==> config.mk <==
export PLATFORM = sky130hd
export DESIGN_NAME = dat_tx_framer_flat
export DESIGN_NICKNAME = d
export VERILOG_FILES = /design/src/rtl/dat_tx_framer_pkg.sv /design/src/rtl/dat_tx_framer_if.sv /design/src/rtl/dat_crc16_lane.sv /design/src/rtl/dat_tx_framer.sv /design/src/flat_wrapper.sv
export SDC_FILE = /design/constraint.sdc
export NUM_CORES = 1
export LEC_CHECK = 0
export ABC_AREA = 1
export CORE_AREA = 5 5 151 153
export DETAILED_ROUTE_END_ITERATION = 8
export DIE_AREA = 0 0 156 158
export GPL_TIMING_DRIVEN = 1
export PLACE_DENSITY_LB_ADDON = 0.2
export SETUP_SLACK_MARGIN = 0.1
export SYNTH_ARGS = -nofsm -noshare
export SYNTH_HDL_FRONTEND = slang
export SYNTH_SLANG_ARGS = --single-unit
export TNS_END_PERCENT = 10
==> constraint.sdc <==
create_clock -name clock -period 9.39 [get_ports clock]
set_clock_uncertainty 0.15 [all_clocks]
set_input_delay 1.4085 -clock clock [delete_from_list [all_inputs] [get_ports clock]]
set_output_delay 1.4085 -clock clock [all_outputs]
set_load 0.02 [all_outputs]
==> src/rtl/dat_tx_framer_pkg.sv <==
// Shared types and constants for the SD DAT-line transmit framer.
// No logic of its own; holds the FSM encoding, the CRC16 step and line constants.
// Not applicable: this file has no flow control.
package dat_tx_framer_pkg;

    typedef enum logic [1:0] {
        ST_IDLE = 2'd0,
        ST_DATA = 2'd1,
        ST_CRC  = 2'd2,
        ST_STOP = 2'd3
    } state_t;

    // x^16 + x^12 + x^5 + 1, the CRC used on every SD DAT line
    localparam logic [15:0] CRC_POLY_DEFAULT = 16'h1021;

    // Lines idle high; the start bit pulls every line low
    localparam logic [3:0] IDLE_NIB  = 4'hF;
    localparam logic [3:0] START_NIB = 4'h0;

    // Index of the first CRC bit driven (MSB first)
    localparam logic [3:0] CRC_MSB_IDX = 4'd15;

    // One serial MSB-first CRC16 step: no reflection, no final XOR
    function automatic logic [15:0] crc16_step(input logic [15:0] cur,
                                               input logic        din,
                                               input logic [15:0] poly);
        logic fb;
        fb = cur[15] ^ din;
        return {cur[14:0], 1'b0} ^ (fb ? poly : 16'h0000);
    endfunction

endpackage

==> src/rtl/dat_tx_framer_if.sv <==
// Block-request and DAT-line bundle between a DAT serializer/host and the framer.
// Wiring only, zero latency.
// nib_valid/nib_ready handshake on the nibble stream; start is a bare pulse.
interface dat_tx_framer_if #(
    parameter int BS_WIDTH = 11
);
    logic                start;
    logic [BS_WIDTH-1:0] block_size;
    logic [3:0]          nib_in;
    logic                nib_valid;
    logic                nib_ready;
    logic [3:0]          dat_out;
    logic                dat_oe;
    logic                clk_en;
    logic                busy;
    logic                done;

    // Host / serializer side
    modport master (
        output start, block_size, nib_in, nib_valid,
        input  nib_ready, dat_out, dat_oe, clk_en, busy, done
    );

    // Framer side
    modport slave (
        input  start, block_size, nib_in, nib_valid,
        output nib_ready, dat_out, dat_oe, clk_en, busy, done
    );
endinterface

==> src/rtl/dat_crc16_lane.sv <==
// Per-DAT-line CRC16: accumulates one data bit per enable, then shifts the CRC out MSB first.
// CRC register updates one cycle after enable/shift; crc[15] is the next bit to transmit.
// No backpressure; the owner gates enable and shift.
module dat_crc16_lane
    import dat_tx_framer_pkg::*;
#(
    parameter logic [15:0] CRC_POLY = CRC_POLY_DEFAULT
) (
    input  logic        clock,
    input  logic        reset,
    input  logic        clear,
    input  logic        enable,
    input  logic        shift,
    input  logic        din,
    output logic [15:0] crc
);

    // Clear wins over accumulate, accumulate over shift-out; the framer never asserts two at once
    always_ff @(posedge clock or posedge reset) begin
        if (reset) begin
            crc <= 16'h0000;
        end else if (clear) begin
            crc <= 16'h0000;
        end else if (enable) begin
            crc <= crc16_step(crc, din, CRC_POLY);
        end else if (shift) begin
            crc <= {crc[14:0], 1'b0};
        end
    end

endmodule

==> src/rtl/dat_tx_framer.sv <==
// Frames one data block onto four SD DAT lines: start bit, nibbles, per-line CRC16, stop bit.
// Start bit is driven on the edge that accepts start; each accepted nibble appears one edge later.
// Stalls (clk_en low, dat_out held) while nib_valid is low in DATA; CRC and stop phases never stall.
module dat_tx_framer
    import dat_tx_framer_pkg::*;
#(
    parameter int          BS_WIDTH = 11,
    parameter logic [15:0] CRC_POLY = CRC_POLY_DEFAULT
) (
    input  logic            clock,
    input  logic            reset,
    dat_tx_framer_if.slave  bus
);

    state_t            state;
    logic [BS_WIDTH:0] total;
    logic [BS_WIDTH:0] count;
    logic [BS_WIDTH:0] count_nxt;
    logic [3:0]        bit_idx;

    logic              start_ok;
    logic              hs;
    logic              crc_shift;
    logic [15:0]       lane_crc [4];
    logic [3:0]        crc_msb;

    assign start_ok      = (state == ST_IDLE) && bus.start && (bus.block_size != '0);
    assign bus.nib_ready = (state == ST_DATA);
    assign hs            = bus.nib_valid && bus.nib_ready;
    assign crc_shift     = (state == ST_CRC);
    assign count_nxt     = count + 1'b1;
    assign bus.busy      = (state != ST_IDLE);

    // One CRC engine per DAT line; lane i sees bit i of every accepted nibble
    for (genvar i = 0; i < 4; i++) begin : g_lane
        dat_crc16_lane #(
            .CRC_POLY (CRC_POLY)
        ) u_lane (
            .clock  (clock),
            .reset  (reset),
            .clear  (start_ok),
            .enable (hs),
            .shift  (crc_shift),
            .din    (bus.nib_in[i]),
            .crc    (lane_crc[i])
        );
        assign crc_msb[i] = lane_crc[i][15];
    end

    // Frame sequencer with registered line outputs
    always_ff @(posedge clock or posedge reset) begin
        if (reset) begin
            state       <= ST_IDLE;
            total       <= '0;
            count       <= '0;
            bit_idx     <= '0;
            bus.dat_out <= IDLE_NIB;
            bus.dat_oe  <= 1'b0;
            bus.clk_en  <= 1'b0;
            bus.done    <= 1'b0;
        end else begin
            bus.done <= 1'b0;
            case (state)
                ST_IDLE: begin
                    bus.dat_out <= IDLE_NIB;
                    bus.dat_oe  <= 1'b0;
                    bus.clk_en  <= 1'b0;
                    if (start_ok) begin
                        total       <= {bus.block_size, 1'b0};
                        count       <= '0;
                        bus.dat_out <= START_NIB;
                        bus.dat_oe  <= 1'b1;
                        bus.clk_en  <= 1'b1;
                        state       <= ST_DATA;
                    end
                end
                ST_DATA: begin
                    if (hs) begin
                        bus.dat_out <= bus.nib_in;
                        bus.clk_en  <= 1'b1;
                        count       <= count_nxt;
                        if (count_nxt == total) begin
                            bit_idx <= CRC_MSB_IDX;
                            state   <= ST_CRC;
                        end
                    end else begin
                        // Card clock is gated, so holding the symbol loses nothing
                        bus.clk_en <= 1'b0;
                    end
                end
                ST_CRC: begin
                    bus.dat_out <= crc_msb;
                    bus.clk_en  <= 1'b1;
                    bit_idx     <= bit_idx - 4'd1;
                    if (bit_idx == 4'd0) begin
                        state <= ST_STOP;
                    end
                end
                ST_STOP: begin
                    bus.dat_out <= IDLE_NIB;
                    bus.clk_en  <= 1'b1;
                    bus.done    <= 1'b1;
                    state       <= ST_IDLE;
                end
                default: begin
                    state <= ST_IDLE;
                end
            endcase
        end
    end

endmodule

==> src/flat_wrapper.sv <==
// flat-port wrapper written by rule: the top's interface ports become plain ports
module dat_tx_framer_flat import dat_tx_framer_pkg::*;
#(
    parameter int          BS_WIDTH = 11,
    parameter logic [15:0] CRC_POLY = CRC_POLY_DEFAULT
)
  (clock, reset, bus_start, bus_block_size, bus_nib_in, bus_nib_valid, bus_nib_ready, bus_dat_out, bus_dat_oe, bus_clk_en, bus_busy, bus_done);
  dat_tx_framer_if #(.BS_WIDTH(BS_WIDTH)) bus_i ();
  input  logic clock;
  input  logic reset;
  input wire logic [$bits(bus_i.start)-1:0] bus_start;
  input wire logic [$bits(bus_i.block_size)-1:0] bus_block_size;
  input wire logic [$bits(bus_i.nib_in)-1:0] bus_nib_in;
  input wire logic [$bits(bus_i.nib_valid)-1:0] bus_nib_valid;
  output wire logic [$bits(bus_i.nib_ready)-1:0] bus_nib_ready;
  output wire logic [$bits(bus_i.dat_out)-1:0] bus_dat_out;
  output wire logic [$bits(bus_i.dat_oe)-1:0] bus_dat_oe;
  output wire logic [$bits(bus_i.clk_en)-1:0] bus_clk_en;
  output wire logic [$bits(bus_i.busy)-1:0] bus_busy;
  output wire logic [$bits(bus_i.done)-1:0] bus_done;
  assign bus_i.start = bus_start;
  assign bus_i.block_size = bus_block_size;
  assign bus_i.nib_in = bus_nib_in;
  assign bus_i.nib_valid = bus_nib_valid;
  assign bus_nib_ready = bus_i.nib_ready;
  assign bus_dat_out = bus_i.dat_out;
  assign bus_dat_oe = bus_i.dat_oe;
  assign bus_clk_en = bus_i.clk_en;
  assign bus_busy = bus_i.busy;
  assign bus_done = bus_i.done;
  dat_tx_framer #(.BS_WIDTH(BS_WIDTH), .CRC_POLY(CRC_POLY)) u_core (.clock(clock), .reset(reset), .bus(bus_i));
endmodule
==> summary.md, run 1 <==
| Metric | Value |
|---|---|
| Wire per inst | 12.6 µm |
| Register area | 2510 µm² |
| DRC viols | 0 |
| Multi-input gate area | 1900 µm² |
| CTS buffer count | 9 |
| N_diodes | 0 |
| Top cell type's share of synthesized area | 49.8% |
| Worst EP required | 9.52 ns |
| Die height | 158 µm |
| Synth Net Count | 617 |
| Worst-path cell chain | clkdlybuf4s50_1, nor4_1, nand3_1, nand3_2, buf_4, o21ai_1, nand2_1, nor2_1, a21oi_1 |
| Drt via density | 4.22 |
| Max Fclk | 254 MHz |
| Reg2Reg Depth | 6 |
| Largest family of logic cells by synthesized area | simple AND/OR/NAND/NOR gates |
| Initial Utilization | 22.5% |
| Clock Latency Late Sink | 0.35 ns |
| Die area | 24600 µm² |
| Min Clock Period, post-route | 3.93 ns |
| Area delta synth->final | 17.4% |
| Clock Tree Root | clkbuf_16 |
| Post-DP HPWL | 7520 µm |
| Hold-fix buffers, CTS | 0 |
| CP peak stage delay | 0.59 ns |
| Initial drt markers | 203 |
| H-Tree Depth | 3 |
| TNS Setup | 0 ns |
| Worst setup EP type | flop |
| IO Pins | 28 |
| Post-CTS resize count | 0 |
| Complex-gate fraction of the synthesized area | 11.1% |
| DR pass1 iterations | 4 |
| # nets final | 631 |
| CTS tree | yes |
| YS warnings | 0 |
| Post-synthesis adder-cell area fraction | 2.08% |
| Area leader, netlist | dfrtp_1 |
| Final setup violation count | 0 |
| Fillers | 2304 |
| Pin count of the biggest net entering global routing | 121 |
| Post-synthesis cell type count | 30 |
| Global placer's final weighted congestion | 0.788 |
| Startpoint types | input port |
| Ranking of synthesized cells by area | dfrtp_1 (50%), nand2_1 (9.6%), nand3_1 (9.3%) |
| Status | finished clean |
| Max Buffers Root-to-Sink | 2 |
| RSZ-0062 raised after global routing | false |
| Slew Limit Fails | 0 |
| Final hold violation count | 0 |
| Total clock sinks | 100 |
| Total GRT Usage | 9.38% |
| Crit-path max FO | 69 |
| Hold WC Path Type | flop to flop |
| Share of cells above drive strength 1 | 5.58% |
| Average size of a mapped cell | 8.17 µm² |
| First-pass GRT wire length | 18600 µm |
| Post-route ant nets | 0 |
| Simple-gate share of the synthesized area | 23.7% |
| Most frequent cell after synthesis | nand2_1 |
| Initial antenna violation count | 0 |
| Pwr Density | 308 nW/µm² |
| Routed Wire Length | 11200 µm |
| EDFF count, synth | 0 |
| Number of buffers inserted by port buffering | 27 |
| FF+latch count, synth | 100 |
| Vias | 3751 |
| Core Box Area | 21400 µm² |
| Max-cap viol count | 0 |
| Setup CP Type | input port to flop |
| Worst hold stages | 2 |
| Fin crit share | 41.9% |
| Chip width | 156 µm |
| Commonest cells post-synth | nand2_1 (123), dfrtp_1 (96), nand3_1 (90) |
| Syn Std Cell Area | 4820 µm² |
| Top_reg_cell synth | dfrtp_1 |
| Vias in the first global route | 3586 |
| Grt ovf | 0 |
| Worst Max-Slew Pin Slew | 1.09 ns |
| Leak | 2.49 nW |
| Asr flop ratio synth | 100% |
| Postcts setup bufs | 0 |
| Mux contribution to synthesized area | 0% |
| Total chip power | 1.74 mW |
| Post-synthesis sequential area ratio | 52.0% |
| Std-Cell Rows | 54 |
| CTS clk-pin slew, worst paths | 0.07 ns |
| Synth Area in XOR/XNOR | 2.31% |
| Post-Synthesis Cells | 590 |
| CP max stage cell | buf_4 |
| Arrival time at the worst endpoint | 4.06 ns |
| Worst relative slew slack | 27.5% |
| Worst VDD drop | 0.151 mV |
where the power goes:
part           leakage [nW]  internal [mW]  switching [mW]
Combinational          1.04          0.229           0.443
Sequential             1.30          0.605          0.0963
Clock                 0.147          0.187           0.184
layer usage:
layer | GRT usage (%) | up-vias | wire length [µm]
met2 | 14.7 | 47 | 5120
met1 | 12.9 | 1768 | 5570
met3 | 2.08 | 12 | 375
met4 | 3.13 | 0 | 165
li1 | - | 1924 | -
met5 | 0 | - | 0
worst max-delay path, delay by kind of cell:
kind / cells / cell delay (ns)
AO/OA/AOI/OAI: 2 / 0.44
buffers and inverters: 2 / 1.03
AND/OR/NAND/NOR: 5 / 1.19
cell usage in the layout (no fill, tap or decap), types with 2 or more instances in the layout:
cell type        instances
nor2_2                   2
nor2_1                  29
nor4_1                   2
nand2_4                  2
clkbuf_16                9
a21oi_1                 19
buf_4                    2
o211ai_1                 4
a31oi_1                  5
nand2_1                123
nand3_1                 89
dfstp_2                  4
xor2_1                   9
ha_1                     8
inv_1                   84
clkdlybuf4s50_1         27
clkinv_4                 2
inv_8                    2
nand2_2                  3
dfrtp_1                 96
nand3b_1                 2
o21ai_0                 71
sequential cells by signal, indices dropped and copies added (netlist names):
| register | cells |
|---|---|
| u_core.g_lane.u_lane.crc | 64 |
| u_core.count | 12 |
| u_core.total | 11 |
| u_core.bit_idx | 4 |
| u_core.bus.dat_out | 4 |
| u_core.state | 2 |
| u_core.bus.clk_en | 1 |
| u_core.bus.dat_oe | 1 |
| u_core.bus.done | 1 |
path summary, 6_finish.rpt:
kind | start | to | slack, ns
worst min-delay path | u_core.bit_idx[3] | u_core.bit_idx[3] | 0.35
worst max register to register | u_core.state[1] | u_core.g_lane[0].u_lane.crc[1] | 6.38
max in group asynchronous | reset | u_core.g_lane[1].u_lane.crc[9] | 6.63
worst max-delay path | bus_block_size[3] | u_core.count[0] | 5.46
worst min register to register | u_core.bit_idx[3] | u_core.bit_idx[3] | 0.35
min in group asynchronous | reset | u_core.total[2] | 1.33
layout make-up:
class                   count  share of cell area (%)
clock buffers               9                    3.98
clock inverters             7                    1.24
inverters                  85                    5.68
multi-input cells         379                    33.5
flip-flops and latches    100                    44.3
well taps                 280                    6.19
repair buffers             29                    5.04
cell families (layout without fill, tap and decap cells):
group                    Yosys count  after routing
AO/OA/AOI/OAI                    102            102
adder cells (fa/ha/maj)            8              8
buffers and inverters            111            130
AND/OR/NAND/NOR                  258            258
XOR/XNOR                          11             11
flip-flops                       100            100
stage by stage:
step	instance area (µm²)	utilization [%]	std cells	hold WS, ns	worst slack [ns]
after floorplan	4820	-	590	0.301	5.22
after global placement	5360	25.0	873	0.337	5.05
after detailed placement	5360	25.0	873	0.335	5.04
after CTS	5660	26.4	889	0.354	5.41
after global routing	5660	26.4	889	0.381	5.15
final	5660	26.4	889	0.351	5.46
Power figures use the tool's default switching activity.
==> run 2: changes to the inputs <==
- clock period: 9.39 -> 3.9 ns (I/O delays scaled with it)
==> run 2 against run 1 <==
  * Sequential power increased by 140%
  * Die area is the same
  * Critical path depth decreased by 4
  * Global-route usage increased by 0.28 points
  * Critical path type unchanged
  * Clock power up 150%
  * Non-clock buffer count is 2 higher
  * Via count is 0.21% higher
  * First-iteration DRC count increased by 1.5%
  * Worst setup slack worse by 4.3 ns
  * Highest routed layer unchanged
  * Sequential cell count unchanged
==> summary.md, run 2 (synthesis results as in run 1) <==
| Metric | Value |
|---|---|
| Status | finished clean |
| Clock Tree Root | clkbuf_16 |
| Most common cell after layout, fill and taps aside | nand2_1 |
| CTS tree | yes |
| N_diodes | 0 |
| Worst VDD drop | 0.307 mV |
| Max Fclk | 371 MHz |
| Core Box Area | 21400 µm² |
| RSZ-0062 raised after global routing | false |
| Die height | 158 µm |
| Worst-path cell chain | clkdlybuf4s50_1, nand2_1, nand3_4, buf_4, o21ai_0 |
| Total GRT Usage | 9.67% |
| CP max stage cell | buf_4 |
| Pwr Density | 748 nW/µm² |
| Pin count of the biggest net entering global routing | 121 |
| # nets final | 633 |
| Fillers | 2321 |
| Final setup violation count | 0 |
| Initial Utilization | 22.5% |
| Wire per inst | 12.7 µm |
| Worst reg2reg endpoint | u_core.g_lane[3].u_lane.crc[3] |
| Reg2Reg Depth | 6 |
| Initial antenna violation count | 0 |
| Postcts setup bufs | 0 |
| Global placer's final weighted congestion | 0.753 |
| Final Non-Filler Cells | 891 |
| Worst EP required | 3.94 ns |
| DRC viols | 0 |
| Routed Wire Length | 11300 µm |
| Vias in the first global route | 3702 |
| Number of buffers inserted by port buffering | 27 |
| Drt via density | 4.22 |
| Hold-fix buffers, CTS | 0 |
| R2R Path Start | u_core.state[1] |
| Largest register FFs | 64 |
| Placement Cell Area | 5390 µm² |
| Setup CP Type | input port to flop |
| Max-cap viol count | 0 |
| Die area | 24600 µm² |
| TNS Setup | 0 ns |
| Share of cells above drive strength 1 | 5.89% |
| Worst setup EP type | flop |
| CTS clk-pin slew, worst paths | 0.08 ns |
| Reg2Reg Setup Slack | 1.38 ns |
| Design Area, Final | 5690 µm² |
| Final hold violation count | 0 |
| Chip width | 156 µm |
| Min Clock Period, post-route | 2.70 ns |
| Post-route ant nets | 0 |
| Hold EP | u_core.bit_idx[3] |
| Leak | 2.50 nW |
| Area delta synth->final | 18.1% |
| Total clock sinks | 100 |
| Hold WC Path Type | flop to flop |
| Worst Max-Slew Pin Slew | 0.970 ns |
| Placed instance count | 875 |
| Post-DP HPWL | 7470 µm |
| H-Tree Depth | 3 |
| Startpoint types | input port |
| Arrival time at the worst endpoint | 2.74 ns |
| Worst relative slew slack | 35.3% |
| Slew Limit Fails | 0 |
| Initial drt markers | 206 |
| CP peak stage delay | 0.75 ns |
| Regs by FF count | u_core.g_lane.u_lane.crc: 64 flops, u_core.count: 12 flops, u_core.total: 11 flops |
| Grt ovf | 0 |
| IO Pins | 28 |
| Max Buffers Root-to-Sink | 2 |
| Clock Latency Late Sink | 0.36 ns |
| CTS buffer count | 9 |
| Std-Cell Rows | 54 |
| Reg with most FFs | u_core.g_lane.u_lane.crc |
| Post-CTS resize count | 0 |
| Hold path startpoint | u_core.bit_idx[3] |
| Commonest non-fill, non-tap cells in the layout | nand2_1 (123), dfrtp_1 (96), nand3_1 (89), inv_1 (84), o21ai_0 (71) |
| Vias | 3759 |
| First-pass GRT wire length | 19100 µm |
| Crit-path max FO | 120 |
| Worst hold stages | 2 |
| DR pass1 iterations | 4 |
| Fin crit share | 69.2% |
[run 2: changes by cell type in the layout (fill, tap and decap cells not counted), sizes merged]
cell / change
buf: +2
clkinv: -3
clkinvlp: +2
inv: +1
[run 2: report_power, final]
part	switching (mW)	internal, mW	leakage (nW)
clock network	0.468	0.458	0.142
logic	1.08	0.563	1.05
registers	0.230	1.46	1.30
[run 2: critical path: cells and delay by family]
kind | cells | cell delay, ns
AOI/OAI and AO/OA | 1 | 0.22
buffers and inverters | 2 | 1.36
and+or+nand+nor | 2 | 0.53
[run 2: worst max-delay path by stage]
stage	from	end	slack, ns	depth (start not counted)
2_1_floorplan	reset	u_core.bit_idx[0]	0.55	1
5_1_grt	bus_nib_valid	u_core.g_lane[0].u_lane.crc[4]	0.92	6
6_report	bus_nib_valid	u_core.g_lane[3].u_lane.crc[3]	1.20	5
3_3_place_gp	bus_block_size[3]	u_core.bus.dat_out[3]	0.84	7
4_1_cts	bus_nib_valid	u_core.g_lane[1].u_lane.crc[13]	1.20	6
3_5_place_dp	bus_nib_valid	u_core.g_lane[1].u_lane.crc[14]	0.84	6
[run 2: layout make-up]
cell class | instances | area, µm² | area share [%]
multi-input combinational | 379 | 1900 | 33.3
tap | 280 | 350 | 6.16
timing repair buffer | 31 | 313 | 5.50
inverter | 85 | 322 | 5.65
clock buffer | 9 | 225 | 3.96
sequential | 100 | 2510 | 44.1
clock inverter | 7 | 76.3 | 1.34
[run 2: per-stage QoR]
step | setup slack (ns) | hold WS (ns) | total power, mW | utilization (%)
6_report | 1.20 | 0.349 | 4.26 | 26.6
3_5_place_dp | 0.838 | 0.336 | 3.37 | 25.2
5_1_grt | 0.924 | 0.384 | 4.66 | 26.6
2_1_floorplan | 0.553 | 0.301 | 2.90 | -
4_1_cts | 1.20 | 0.353 | 4.32 | 26.6
3_3_place_gp | 0.845 | 0.332 | 3.34 | 25.2
[run 2: layer usage]
metal | track usage, % | wire [µm]
met1 | 13.6 | 5740
met2 | 14.6 | 4980
met3 | 2.60 | 435
met4 | 2.92 | 144
met5 | 0 | 0
